## src/rtl/doodle_pkg.sv

```systemverilog
// Shared types and constants for the accelerometer tilt path.
// Pure declarations: no logic, no latency, no flow control.
package doodle_pkg;

   typedef enum logic [1:0] {
      CENTER = 2'd0,
      LEFT   = 2'd1,
      RIGHT  = 2'd2
   } tilt_state_t;

   localparam int AXIS_W = 5;
   localparam int SUM_W  = 7;

   // Field positions inside the 15-bit {x, y, z} accelerometer word
   localparam int ACL_X_LSB = 10;
   localparam int ACL_Y_LSB = 5;
   localparam int ACL_Z_LSB = 0;

endpackage

```

## src/rtl/tilt_avg4.sv

```systemverilog
// 4-sample moving average of the lateral axis; avg and its valid flag are registered 1 cycle after a sample.
// No backpressure: every sample is accepted; flush clears the window synchronously.
module tilt_avg4
   import doodle_pkg::*;
(
   input  logic                     clk_i,
   input  logic                     rst_ni,
   input  logic                     sample_vld_i,
   input  logic signed [AXIS_W-1:0] sample_dat_i,
   input  logic                     flush_i,
   output logic signed [AXIS_W-1:0] avg_dat_o,
   output logic                     avg_vld_o
);

   logic signed [AXIS_W-1:0] w_q [4];
   logic signed [SUM_W-1:0]  sum_q;
   logic signed [SUM_W-1:0]  sum_d;
   logic signed [AXIS_W-1:0] avg_q;
   logic                     vld_q;

   // Running sum: add the newest sample, drop the one leaving the window
   always_comb begin
      sum_d = sum_q + SUM_W'(sample_dat_i) - SUM_W'(w_q[3]);
   end

   always_ff @(posedge clk_i or negedge rst_ni) begin
      if (!rst_ni) begin
         for (int i = 0; i < 4; i++) w_q[i] <= '0;
         sum_q <= '0;
         avg_q <= '0;
         vld_q <= 1'b0;
      end else if (flush_i) begin
         for (int i = 0; i < 4; i++) w_q[i] <= '0;
         sum_q <= '0;
         avg_q <= '0;
         vld_q <= 1'b0;
      end else if (sample_vld_i) begin
         w_q[0] <= sample_dat_i;
         for (int i = 1; i < 4; i++) w_q[i] <= w_q[i-1];
         sum_q <= sum_d;
         avg_q <= sum_d[SUM_W-1:2];
         vld_q <= 1'b1;
      end else begin
         vld_q <= 1'b0;
      end
   end

   assign avg_dat_o = avg_q;
   assign avg_vld_o = vld_q;

endmodule

```

## src/rtl/acl_tilt_filter.sv

```systemverilog
// Averaged, hysteresis-filtered left/right tilt with saturated intensity and staleness watchdog; 2-cycle latency.
// No backpressure: one out_valid per acl_valid strobe, full rate; watchdog forces centre without out_valid.
module acl_tilt_filter
   import doodle_pkg::*;
#(
   parameter int ENTER_TH       = 2,
   parameter int EXIT_TH        = 1,
   parameter int TIMEOUT_CYCLES = 1_000_000,
   parameter int AXIS_LSB       = ACL_Y_LSB
) (
   input  logic        Clk,
   input  logic        Reset_n,
   input  logic [14:0] acl_data,
   input  logic        acl_valid,
   output logic        tilt_left,
   output logic        tilt_right,
   output logic [3:0]  tilt_intensity,
   output logic        out_valid,
   output logic        stale
);

   localparam int CNT_W = (TIMEOUT_CYCLES > 1) ? $clog2(TIMEOUT_CYCLES) : 1;
   localparam logic [CNT_W-1:0]         CNT_LAST  = CNT_W'(TIMEOUT_CYCLES - 1);
   localparam logic signed [AXIS_W-1:0] ENTER_POS = AXIS_W'(ENTER_TH);
   localparam logic signed [AXIS_W-1:0] ENTER_NEG = AXIS_W'(-ENTER_TH);
   localparam logic signed [AXIS_W-1:0] EXIT_POS  = AXIS_W'(EXIT_TH);
   localparam logic signed [AXIS_W-1:0] EXIT_NEG  = AXIS_W'(-EXIT_TH);

   logic signed [AXIS_W-1:0] sample;
   logic signed [AXIS_W-1:0] avg;
   logic                     avg_vld;
   logic                     fire;
   logic                     acl_unused;

   logic [CNT_W-1:0] cnt_q;
   logic             stale_q;
   tilt_state_t      state_q, state_d;
   logic [3:0]       inten_q, inten_d;
   logic             out_vld_q, out_vld_d;

   logic [AXIS_W:0]  avg_ext;
   logic [AXIS_W:0]  mag;
   logic [3:0]       sat;

   assign sample     = acl_data[AXIS_LSB +: AXIS_W];
   assign acl_unused = ^acl_data;

   // A strobe in the would-be firing cycle wins over the watchdog
   assign fire = ~acl_valid & (cnt_q == CNT_LAST);

   tilt_avg4 u_avg (
      .clk_i        (Clk),
      .rst_ni       (Reset_n),
      .sample_vld_i (acl_valid),
      .sample_dat_i (sample),
      .flush_i      (fire),
      .avg_dat_o    (avg),
      .avg_vld_o    (avg_vld)
   );

   always_ff @(posedge Clk or negedge Reset_n) begin
      if (!Reset_n) begin
         cnt_q   <= '0;
         stale_q <= 1'b0;
      end else if (acl_valid) begin
         cnt_q   <= '0;
         stale_q <= 1'b0;
      end else if (fire) begin
         stale_q <= 1'b1;
      end else begin
         cnt_q <= cnt_q + 1'b1;
      end
   end

   // |avg| needs one extra bit so that -16 does not wrap
   always_comb begin
      avg_ext = {avg[AXIS_W-1], avg};
      mag     = avg_ext[AXIS_W] ? (~avg_ext + 1'b1) : avg_ext;
      sat     = (|mag[AXIS_W:4]) ? 4'hF : mag[3:0];
   end

   always_comb begin
      state_d   = state_q;
      inten_d   = inten_q;
      out_vld_d = 1'b0;
      if (fire) begin
         state_d = CENTER;
         inten_d = '0;
      end else if (avg_vld) begin
         out_vld_d = 1'b1;
         unique case (state_q)
            CENTER: begin
               if (avg >= ENTER_POS)      state_d = LEFT;
               else if (avg <= ENTER_NEG) state_d = RIGHT;
            end
            LEFT: begin
               if (avg <= ENTER_NEG)      state_d = RIGHT;
               else if (avg < EXIT_POS)   state_d = CENTER;
            end
            RIGHT: begin
               if (avg >= ENTER_POS)      state_d = LEFT;
               else if (avg > EXIT_NEG)   state_d = CENTER;
            end
            default: state_d = CENTER;
         endcase
         inten_d = (state_d == CENTER) ? 4'd0 : sat;
      end
   end

   always_ff @(posedge Clk or negedge Reset_n) begin
      if (!Reset_n) begin
         state_q   <= CENTER;
         inten_q   <= '0;
         out_vld_q <= 1'b0;
      end else begin
         state_q   <= state_d;
         inten_q   <= inten_d;
         out_vld_q <= out_vld_d;
      end
   end

   assign tilt_left      = (state_q == LEFT);
   assign tilt_right     = (state_q == RIGHT);
   assign tilt_intensity = inten_q;
   assign out_valid      = out_vld_q;
   assign stale          = stale_q;

endmodule

```

## config.mk

```make
export PLATFORM = sky130hd
export DESIGN_NAME = acl_tilt_filter
export DESIGN_NICKNAME = d
export VERILOG_FILES = /design/src/rtl/doodle_pkg.sv /design/src/rtl/tilt_avg4.sv /design/src/rtl/acl_tilt_filter.sv
export SDC_FILE = /design/constraint.sdc
export NUM_CORES = 1
export LEC_CHECK = 0
export ABC_AREA = 1
export CAP_MARGIN = 20
export CORE_MARGIN = 3
export CORE_UTILIZATION = 50
export DETAILED_ROUTE_END_ITERATION = 10
export GPL_TIMING_DRIVEN = 0
export HOLD_SLACK_MARGIN = 0.12
export PLACE_DENSITY = 0.81
export REMOVE_ABC_BUFFERS = 1
export SKIP_LAST_GASP = 1
export SLEW_MARGIN = 20
export SYNTH_ARGS = -nofsm -noshare
export SYNTH_HDL_FRONTEND = slang
export SYNTH_SLANG_ARGS = --single-unit
```

## constraint.sdc

```tcl
create_clock -name Clk -period 2.2 [get_ports Clk]
set_clock_uncertainty 0.1 [all_clocks]
set_input_delay 0.22 -clock Clk [delete_from_list [all_inputs] [get_ports Clk]]
set_output_delay 0.22 -clock Clk [all_outputs]
set_load 0.02 [all_outputs]
```

==> results.txt, run 1 <==
The total vias in the final route is 2662. By area, the combinational part of the netlist is dominated by simple AND/OR/NAND/NOR gates. Walking the worst path, the cells encountered are inv_4, fa_1, inv_1, ha_4, nand2_1, nor3_2, o21ai_0, nand3_1, nand2_1. The multiplexer area fraction after synthesis was 0%; the number of buffers created by CTS was 5. The biggest fanout along the worst timing path came out at 6. Once the floorplan was initialized, standard cells occupied 52.96% of the core.

The leading area contributor after synthesis was sky130_fd_sc_hd__dfrtp_1. In this run the critical register-to-register path is captured at u_avg.avg_dat_o[4]$_DFFE_PN0P_. Relative to the synthesized area, the layout overhead comes to 13.84%. No sink is reached through more buffers than the 2 on the longest clock path. The min-delay analysis places its worst path in the category in -> reg. The worst reg2reg path depth came out at 9. The endpoint with the worst hold slack was u_avg.w_q[19]$_DFFE_PN0P_. The clock latency on the worst-skew pair was 0.31 ns.

The startpoint identified for the worst hold timing path is acl_data[9]. Setup violations remaining at the end of the flow were counted as 0. The most numerous cell type found on the critical path is sky130_fd_sc_hd__nand2_1.

The post-synthesis sequential element count was 56. The floorplan step set the die width to 86.35 µm. Max-cap violations in this run came to 0. For flop-to-flop paths, the worst setup slack is 0.03 ns.

In this run the number of H-tree levels came out at 2. In this run the mean area of a mapped cell was 8.050 µm². Dividing the detail-routed wire length by the instance count gives 13.67 µm.

Number of pins with negative max-slew slack in the final report: 0. Summed over its instances, the top area cell type makes up 43.41% of the synthesized netlist area. Once detail routing completed, the nets flagged for antenna violations numbered 0.

Static timing analysis puts the maximum clock frequency at 460.2 MHz. TritonCTS built the clock tree. For this design the static power due to leakage is 1.799 nW.

Entering global routing, the biggest net connects 57 pins. Using the TritonRoute via totals, the vias-per-cell ratio works out to 5.378. The top flip-flop cell by instance count after synthesis is sky130_fd_sc_hd__dfrtp_1. The tools report the via count of the first global-routing pass as 2600. STA classifies the critical path startpoint as a flip-flop.

For the worst setup path, the data arrival time is 2.27 ns. The die extent in y came out at 86.35 µm. The tools report the global placement routability congestion as 0.9597. The die covers 7456 µm². The wire length of the first global-routing pass was 11.23 mm. Net total in the final layout: 455. The ratio of final minimum period to clock period is 98.78%, and the compound-cell area share of the yosys netlist is 9.845%.

The total number of placement rows was 28. The required arrival time at the worst endpoint was 2.30 ns. The final routed DRC violation total was 0. The Yosys step of the flow raised 0 warnings. The areal power density over the cells was 1096 nW/µm²; the worst hold path depth was 3.

For the initial antenna violation count, the log shows 0. The flow ran to the end, and the final reports show no timing, DRC or antenna violations. The run gives 0 as the count of final hold-check violations.

The number of iterations in the first detailed-routing pass was 5. Across the VDD grid, the largest voltage drop is 0.6213 mV. The tools report the first-iteration detailed-routing DRC count as 140.

The final layout contains routed wiring with a total length of 6.769 mm. The tools report the total congestion overflow as 0. The clock slew seen by the registers of the worst setup and hold paths came out at 0.10 ns. The simple-gate area share of the yosys netlist is 24.77%, and the part of the Yosys area used for sequential elements is 43.41%.

The startpoint of the most critical register-to-register path is u_avg.avg_dat_o[0]$_DFFE_PN0P_. For the post-layout total power, the log shows 4.026 mW. The share of final-layout standard cells stronger than drive strength 1 works out to 10.48%. The type of the worst setup path was reg -> reg.

Setup total negative slack: 0 ns. The floorplan step defined a core boundary enclosing 6096 µm². The area used by sequential logic in the layout is 1403 µm². Counting instances in the post-synthesis netlist gives the leading cell types as 75 x sky130_fd_sc_hd__nand2_1, 71 x sky130_fd_sc_hd__inv_1, 56 x sky130_fd_sc_hd__dfrtp_1. The transition at the pin with the smallest max-transition slack was 0.9640 ns. The most common cell in the synthesized netlist is sky130_fd_sc_hd__nand2_1. The tightest slew margin relative to the limit came out at 35.63%. The tools report the number of primary I/O pins as 26. The number of synthesized flops with an enable pin was 0. The tools report the area used by multi-input combinational logic as 1555 µm². Subtracting the final worst setup slack from the clock period gives 2.173 ns.

The area share of fa/ha/maj cells after synthesis came out at 8.372%. The number of different library cells in the post-synthesis netlist was 29; the share of synthesized flip-flops with an asynchronous set or reset was 100.0%. Overall routing resource usage: 18.59%. The wire-length estimate of the detail-placed layout is 4.539 mm.

The tools report the master cell of the clock root buffer as sky130_fd_sc_hd__clkbuf_8. The diode insertion count for antenna repair came out at 0. The largest individual stage delay along the critical path comes from the cell sky130_fd_sc_hd__fa_1.

For this design, the sink count on the clock tree is 56. The critical path's largest stage delay is 0.51 ns, and the synthesized instance count is 401. The netlist area before placement came out at 3228 µm².

The synthesized netlist devotes 2.713% of its cell area to XOR and XNOR gates. The filler cells instantiated in the layout total 528. The worst setup path is captured at a flip-flop. Input and output buffers added on the ports amount to 15. Ranked by total cell area, the synthesized netlist is headed by sky130_fd_sc_hd__dfrtp_1 43%, sky130_fd_sc_hd__nand2_1 8.7%, sky130_fd_sc_hd__inv_1 8.3%.
## layout by cell type (no fill, tap or decap), types with 9 or more instances in the layout
cell | synthesis | final
sky130_fd_sc_hd__o22ai_1 | 17 | 17
sky130_fd_sc_hd__nor2_1 | 40 | 40
sky130_fd_sc_hd__nand2_1 | 75 | 75
sky130_fd_sc_hd__nand4_1 | 10 | 10
sky130_fd_sc_hd__dfrtp_1 | 56 | 55
sky130_fd_sc_hd__o21ai_0 | 18 | 14
sky130_fd_sc_hd__nor3_1 | 10 | 9
sky130_fd_sc_hd__clkdlybuf4s50_1 | 0 | 12
sky130_fd_sc_hd__inv_1 | 71 | 66
sky130_fd_sc_hd__nand3_1 | 32 | 32
## state kept, by name (all words and copies together) (netlist names)
register,count
u_avg.sum_q,2
u_avg.avg_vld_o,1
stale,1
u_avg.avg_dat_o,5
tilt_intensity,4
out_valid,1
cnt_q,20
state_q,2
u_avg.w_q,20
## worst max-delay path: cells and delay by family, from the launching register on
kind / cells / cell delay, ns
and+or+nand+nor: 4 / 0.46
AOI/OAI and AO/OA: 1 / 0.13
adders and majority gates: 2 / 0.81
DFF: 1 / 0.42
buffers and inverters: 2 / 0.14
## final cells by class
type | count | area share (%)
clock buffers | 7 | 2.622
clock inverters | 1 | 0.8172
inverters | 73 | 7.661
multi-input cells | 260 | 42.32
flip-flops and latches | 56 | 38.17
well taps | 75 | 2.554
repair buffers | 23 | 5.856
## worst max path at each step
| stage | start | to | slack, ns | depth (start not counted) |
|---|---|---|---|---|
| 2_1_floorplan | u_avg.avg_dat_o[0]$_DFFE_PN0P_ | u_avg.avg_dat_o[3]$_DFFE_PN0P_ | 0.12 | 11 |
| 3_3_place_gp | Reset_n | u_avg.w_q[9]$_DFFE_PN0P_ | -0.86 | 1 |
| 3_5_place_dp | acl_valid | u_avg.w_q[15]$_DFFE_PN0P_ | -0.55 | 4 |
| 4_1_cts | cnt_q[0]$_DFFE_PN0P_ | u_avg.w_q[15]$_DFFE_PN0P_ | -0.004 | 8 |
| 5_1_grt | u_avg.avg_dat_o[0]$_DFFE_PN0P_ | u_avg.avg_dat_o[4]$_DFFE_PN0P_ | -0.08 | 9 |
| 6_report | u_avg.avg_dat_o[0]$_DFFE_PN0P_ | u_avg.avg_dat_o[4]$_DFFE_PN0P_ | 0.03 | 9 |
## timing repair
item | CTS | global route
hold endpoints to repair | 56 | 0
hold buffers | 1 | 0
endpoints found under the setup margin | 32 | 34
buffers inserted | 2 | 5
gates resized for setup | 6 | 19
pin swaps | 0 | 5
## stage by stage
stage	cell area, µm²	utilization (%)	hold WS (ns)	worst slack, ns	instances
2_1_floorplan	3151	-	-0.1756	0.1241	389
3_3_place_gp	3395	55.69	0.3971	-0.8613	479
3_5_place_dp	3392	55.64	0.2098	-0.5471	479
4_1_cts	3568	58.54	0.4126	-0.004112	490
5_1_grt	3675	60.28	0.1911	-0.07747	495
6_report	3675	60.28	0.1669	0.02692	495
## routing by layer
metal  vias to the layer above  share of wire (%)  track usage (%)
met4                         0                1.1            6.232
li1                       1320                  -                -
met5                         -                  0                0
met3                         9                3.8            2.947
met1                      1269                 44            24.14
met2                        64                 51            31.71
## cell families (layout without fill, tap and decap cells)
| kind of cell | count (synthesis) | after routing |
|---|---|---|
| simple gates | 178 | 178 |
| xor+xnor | 10 | 10 |
| flops | 56 | 56 |
| fa+ha+maj | 18 | 18 |
| compound gates | 54 | 54 |
| buf+inv | 85 | 104 |
## where the power goes
part | internal [mW] | switching [mW] | total [mW]
sequential | 1.21 | 0.166 | 1.38
clock | 0.402 | 0.337 | 0.739
combinational | 0.828 | 1.08 | 1.91
total | 2.44 | 1.59 | 4.03
Note: power is estimated with default switching activity, not from simulation.
==> run 2, diff against run 1 <==
--- a/config.mk
+++ b/config.mk
@@ -7,12 +7,13 @@
 export LEC_CHECK = 0
 export ABC_AREA = 1
 export CAP_MARGIN = 20
+export CORE_ASPECT_RATIO = 1.5
 export CORE_MARGIN = 3
 export CORE_UTILIZATION = 50
 export DETAILED_ROUTE_END_ITERATION = 10
 export GPL_TIMING_DRIVEN = 0
 export HOLD_SLACK_MARGIN = 0.12
-export PLACE_DENSITY = 0.81
+export PLACE_DENSITY = 0.78
 export REMOVE_ABC_BUFFERS = 1
 export SKIP_LAST_GASP = 1
 export SLEW_MARGIN = 20
==> constraint.sdc (replaced) <==
create_clock -name Clk -period 2.05 [get_ports Clk]
set_clock_uncertainty 0.1 [all_clocks]
set_input_delay 0.205 -clock Clk [delete_from_list [all_inputs] [get_ports Clk]]
set_output_delay 0.205 -clock Clk [all_outputs]
set_load 0.02 [all_outputs]
==> run 2 against run 1 <==
  * The flow now finishes with violations (negative setup slack)
  * Register-to-register slack got worse by 0.04 ns
  * Die area grew 0.27%
  * Final cell count grew 1.4%
  * Combinational power is 18% higher
  * Sequential share of layout area is 0.71 points lower
  * Power is 11% higher
  * Utilization shrank 0.062 points
==> results.txt, run 2 (same netlist as run 1, synthesis figures left out) <==
The overall die width is 71.61 µm (-17%). TritonCTS built the clock tree. The die area is 7476 µm² (+0.27%), and the worst hold path depth is 3 (unchanged). The tools report the global placement routability congestion as 0.9102 (-5.2%). The run gives 2723 (+2.3%) as the total vias in the final route.

Count of final hold-check violations: 0 (unchanged). The worst reg2reg path depth is 10 (+1). The startpoint type of the worst setup path is a primary input. Setup repair after global routing could not meet its margin everywhere.

The clock period minus final worst setup slack was 2.066 ns; the areal power density over the cells was 1190 nW/µm² (+8.6%). The worst setup path is of the in -> reg kind. The run gives 0 (unchanged) as the total congestion overflow.

The worst register-to-register path ends at u_avg.avg_dat_o[4]$_DFFE_PN0P_. The share of final-layout standard cells stronger than drive strength 1 was 13.79% (+3.3 points); the required arrival time at the worst endpoint was 2.19 ns (-0.11 ns). The area after detailed placement came out at 3391 µm² (about the same). The run gives 19.41% (+0.81 points) as the overall routing resource usage. The number of buffers added on ports came out at 15 (unchanged). In the layout the commonest cells are 75 x sky130_fd_sc_hd__nand2_1, 60 x sky130_fd_sc_hd__inv_1, 55 x sky130_fd_sc_hd__dfrtp_1. The worst setup path is captured at a flip-flop.

The startpoint identified for the worst register-to-register timing path is u_avg.avg_dat_o[3]$_DFFE_PN0P_. The tools report the master cell of the clock root buffer as sky130_fd_sc_hd__clkbuf_8. The clock slew seen by the registers of the worst setup and hold paths is 0.09 ns (about the same). For the number of buffers created by CTS, the log shows 5 (unchanged). Startpoint of the tightest hold check path: acl_data[9]. The run gives 35 (+25%) as the total number of placement rows. The run gives 0 (unchanged) as the number of nets with antenna violations after detailed routing. The tools report the net total in the final layout as 463 (+1.8%).

The run gives -0.01 ns (-0.04 ns) as the register-to-register path setup slack. The die extent in y works out to 104.4 µm (+21%). The clock latency on the worst-skew pair came out at 0.31 ns (about the same). The number of iterations in the first detailed-routing pass came out at 4 (-1). The tightest min-delay check is of the in -> reg type. The via count of the first global-routing pass was 2655 (+2.1%); the transition at the pin with the smallest max-transition slack was 0.9295 ns (-0.03443 ns). The number of primary I/O pins is 26 (unchanged). The tools report the final routed wirelength across all metal layers as 6.938 mm (+2.5%). Highest clock frequency the design can meet: 484.0 MHz. The pin count of the biggest net entering global routing came out at 57 (unchanged).

The area growth from synthesis to layout is 16.01%. The run gives 11.65 mm (+3.7%) as the wire length of the first global-routing pass. The endpoint with the worst hold slack is u_avg.w_q[19]$_DFFE_PN0P_.

The placed wire-length estimate after detailed placement came out at 4.592 mm (+1.2%). The tightest slew margin relative to the limit was 38.03% (+2.4 points); the final routed DRC violation total was 0 (unchanged). The number of sinks on the clock net was 56 (unchanged).

The logs give 0 (unchanged) for the diode insertion count for antenna repair and 2 (unchanged) for the H-tree depth. Leaving out fill and tap cells, the most frequent cell in the layout is sky130_fd_sc_hd__nand2_1. The post-layout instance area was 3745 µm² (+1.9%).

The final reports fail on negative setup slack. The area of the placeable core is 6218 µm² (+2.0%). The number of pins with negative max-slew slack in the final report was 0 (unchanged); the static leakage was 1.828 nW (+1.6%).

The tools report the pre-CTS setup slack as -0.6308 ns (-0.08369 ns). The total of max-cap violations is 0 (unchanged). The logs give -0.01609 ns (-0.01609 ns) for the setup total negative slack and 4.455 mW (+11%) for the post-layout total power.

The setup slack of the critical path after layout came out at -0.01609 ns (-0.04301 ns). The maximum vdd ir drop came out at 0.9748 mV (+57%). The largest buffer count on any clock path came out at 2 (unchanged).

The initial cell density of the core came out at 51.91% (-1.0 points). Via density per instance: 5.424 (+0.87%). The ratio of final minimum period to clock period is 100.8%, and the worst path arrival time is 2.20 ns (-0.07 ns). The biggest fanout along the worst timing path came out at 5 (-1).

Average routed wire per standard cell: 13.82 µm (+1.1%). The initial antenna violation count is 0 (unchanged). The first-iteration detailed-routing DRC count was 153 (+9.3%). The run gives 1 (+1) as the count of final setup violators. The flow ran to the end, but the final reports show violations.
-- run 2: cell types whose count changed in the layout (fill, tap and decap cells not counted), sizes merged --
| cell | change |
|---|---|
| clkinv | +1 |
| clkdlybuf4s50 | -2 |
| dlygate4sd3 | +2 |
| dlygate4sd2 | +2 |
| buf | +6 |
| clkbuf | -1 |
-- run 2: routing by layer --
layer / wire length (µm) / GRT usage [%] / vias up / share of wire, %
met1: 2697 / 21.50 / 1322 / 39
met5: 0 / 0 / - / 0
li1: - / - / 1342 / -
met2: 3903 / 35.26 / 42 / 56
met4: 166 / 8.871 / 0 / 2.4
met3: 170 / 2.998 / 17 / 2.5
-- run 2: area by class of cell --
class                      instances  area (µm²)
clock buffer                       6       72.57
clock inverter                     2       35.03
fill                             539        2474
inverter                          73       279.0
multi-input combinational        260        1585
sequential                        56        1403
tap                               74       92.59
timing repair buffer              31       277.8
-- run 2: metrics by stage --
stage	utilization (%)	hold WS [ns]	cells
detailed placement	54.53	0.2057	478
floorplan	-	-0.1906	389
finish	60.22	0.3042	502
CTS	58.45	0.3018	492
global route	60.22	0.3351	502
global placement	54.57	0.3968	478
-- run 2: what timing repair did --
item / 4_1_cts / 5_1_grt
endpoints found under the hold margin: 56 / 2
resized for setup: 24 / 15
endpoints found under the setup margin: 32 / 30
hold buffers: 1 / 2
setup buffers: 5 / 8
pin swaps: 4 / 9
-- run 2: worst max-delay path by stage --
stage,slack [ns],depth (start not counted),start,to
3_3_place_gp,-1.02,1,Reset_n,u_avg.w_q[14]$_DFFE_PN0P_
3_5_place_dp,-0.63,5,acl_valid,state_q[1]$_DFFE_PN0P_
5_1_grt,-0.12,12,acl_data[8],u_avg.avg_dat_o[3]$_DFFE_PN0P_
4_1_cts,-0.05,12,acl_data[7],u_avg.avg_dat_o[3]$_DFFE_PN0P_
6_report,-0.02,11,acl_data[8],u_avg.avg_dat_o[4]$_DFFE_PN0P_
2_1_floorplan,-0.03,11,u_avg.avg_dat_o[0]$_DFFE_PN0P_,u_avg.avg_dat_o[3]$_DFFE_PN0P_
-- run 2: worst max-delay path, stage by stage --
cell	delay (ns)
sky130_fd_sc_hd__clkdlybuf4s50_1	0.45
sky130_fd_sc_hd__inv_1	0.06
sky130_fd_sc_hd__fa_1	0.53
sky130_fd_sc_hd__inv_1	0.07
sky130_fd_sc_hd__ha_4	0.31
sky130_fd_sc_hd__nand2_1	0.11
sky130_fd_sc_hd__nor3_2	0.15
sky130_fd_sc_hd__nor2_1	0.07
sky130_fd_sc_hd__nand2_1	0.06
sky130_fd_sc_hd__nand3_1	0.07
sky130_fd_sc_hd__nand2_1	0.12
-- run 2: power breakdown --
part           switching, mW  internal (mW)
clock                  0.363          0.364
sequential             0.165           1.30
combinational           1.25           1.01
total                   1.78           2.67
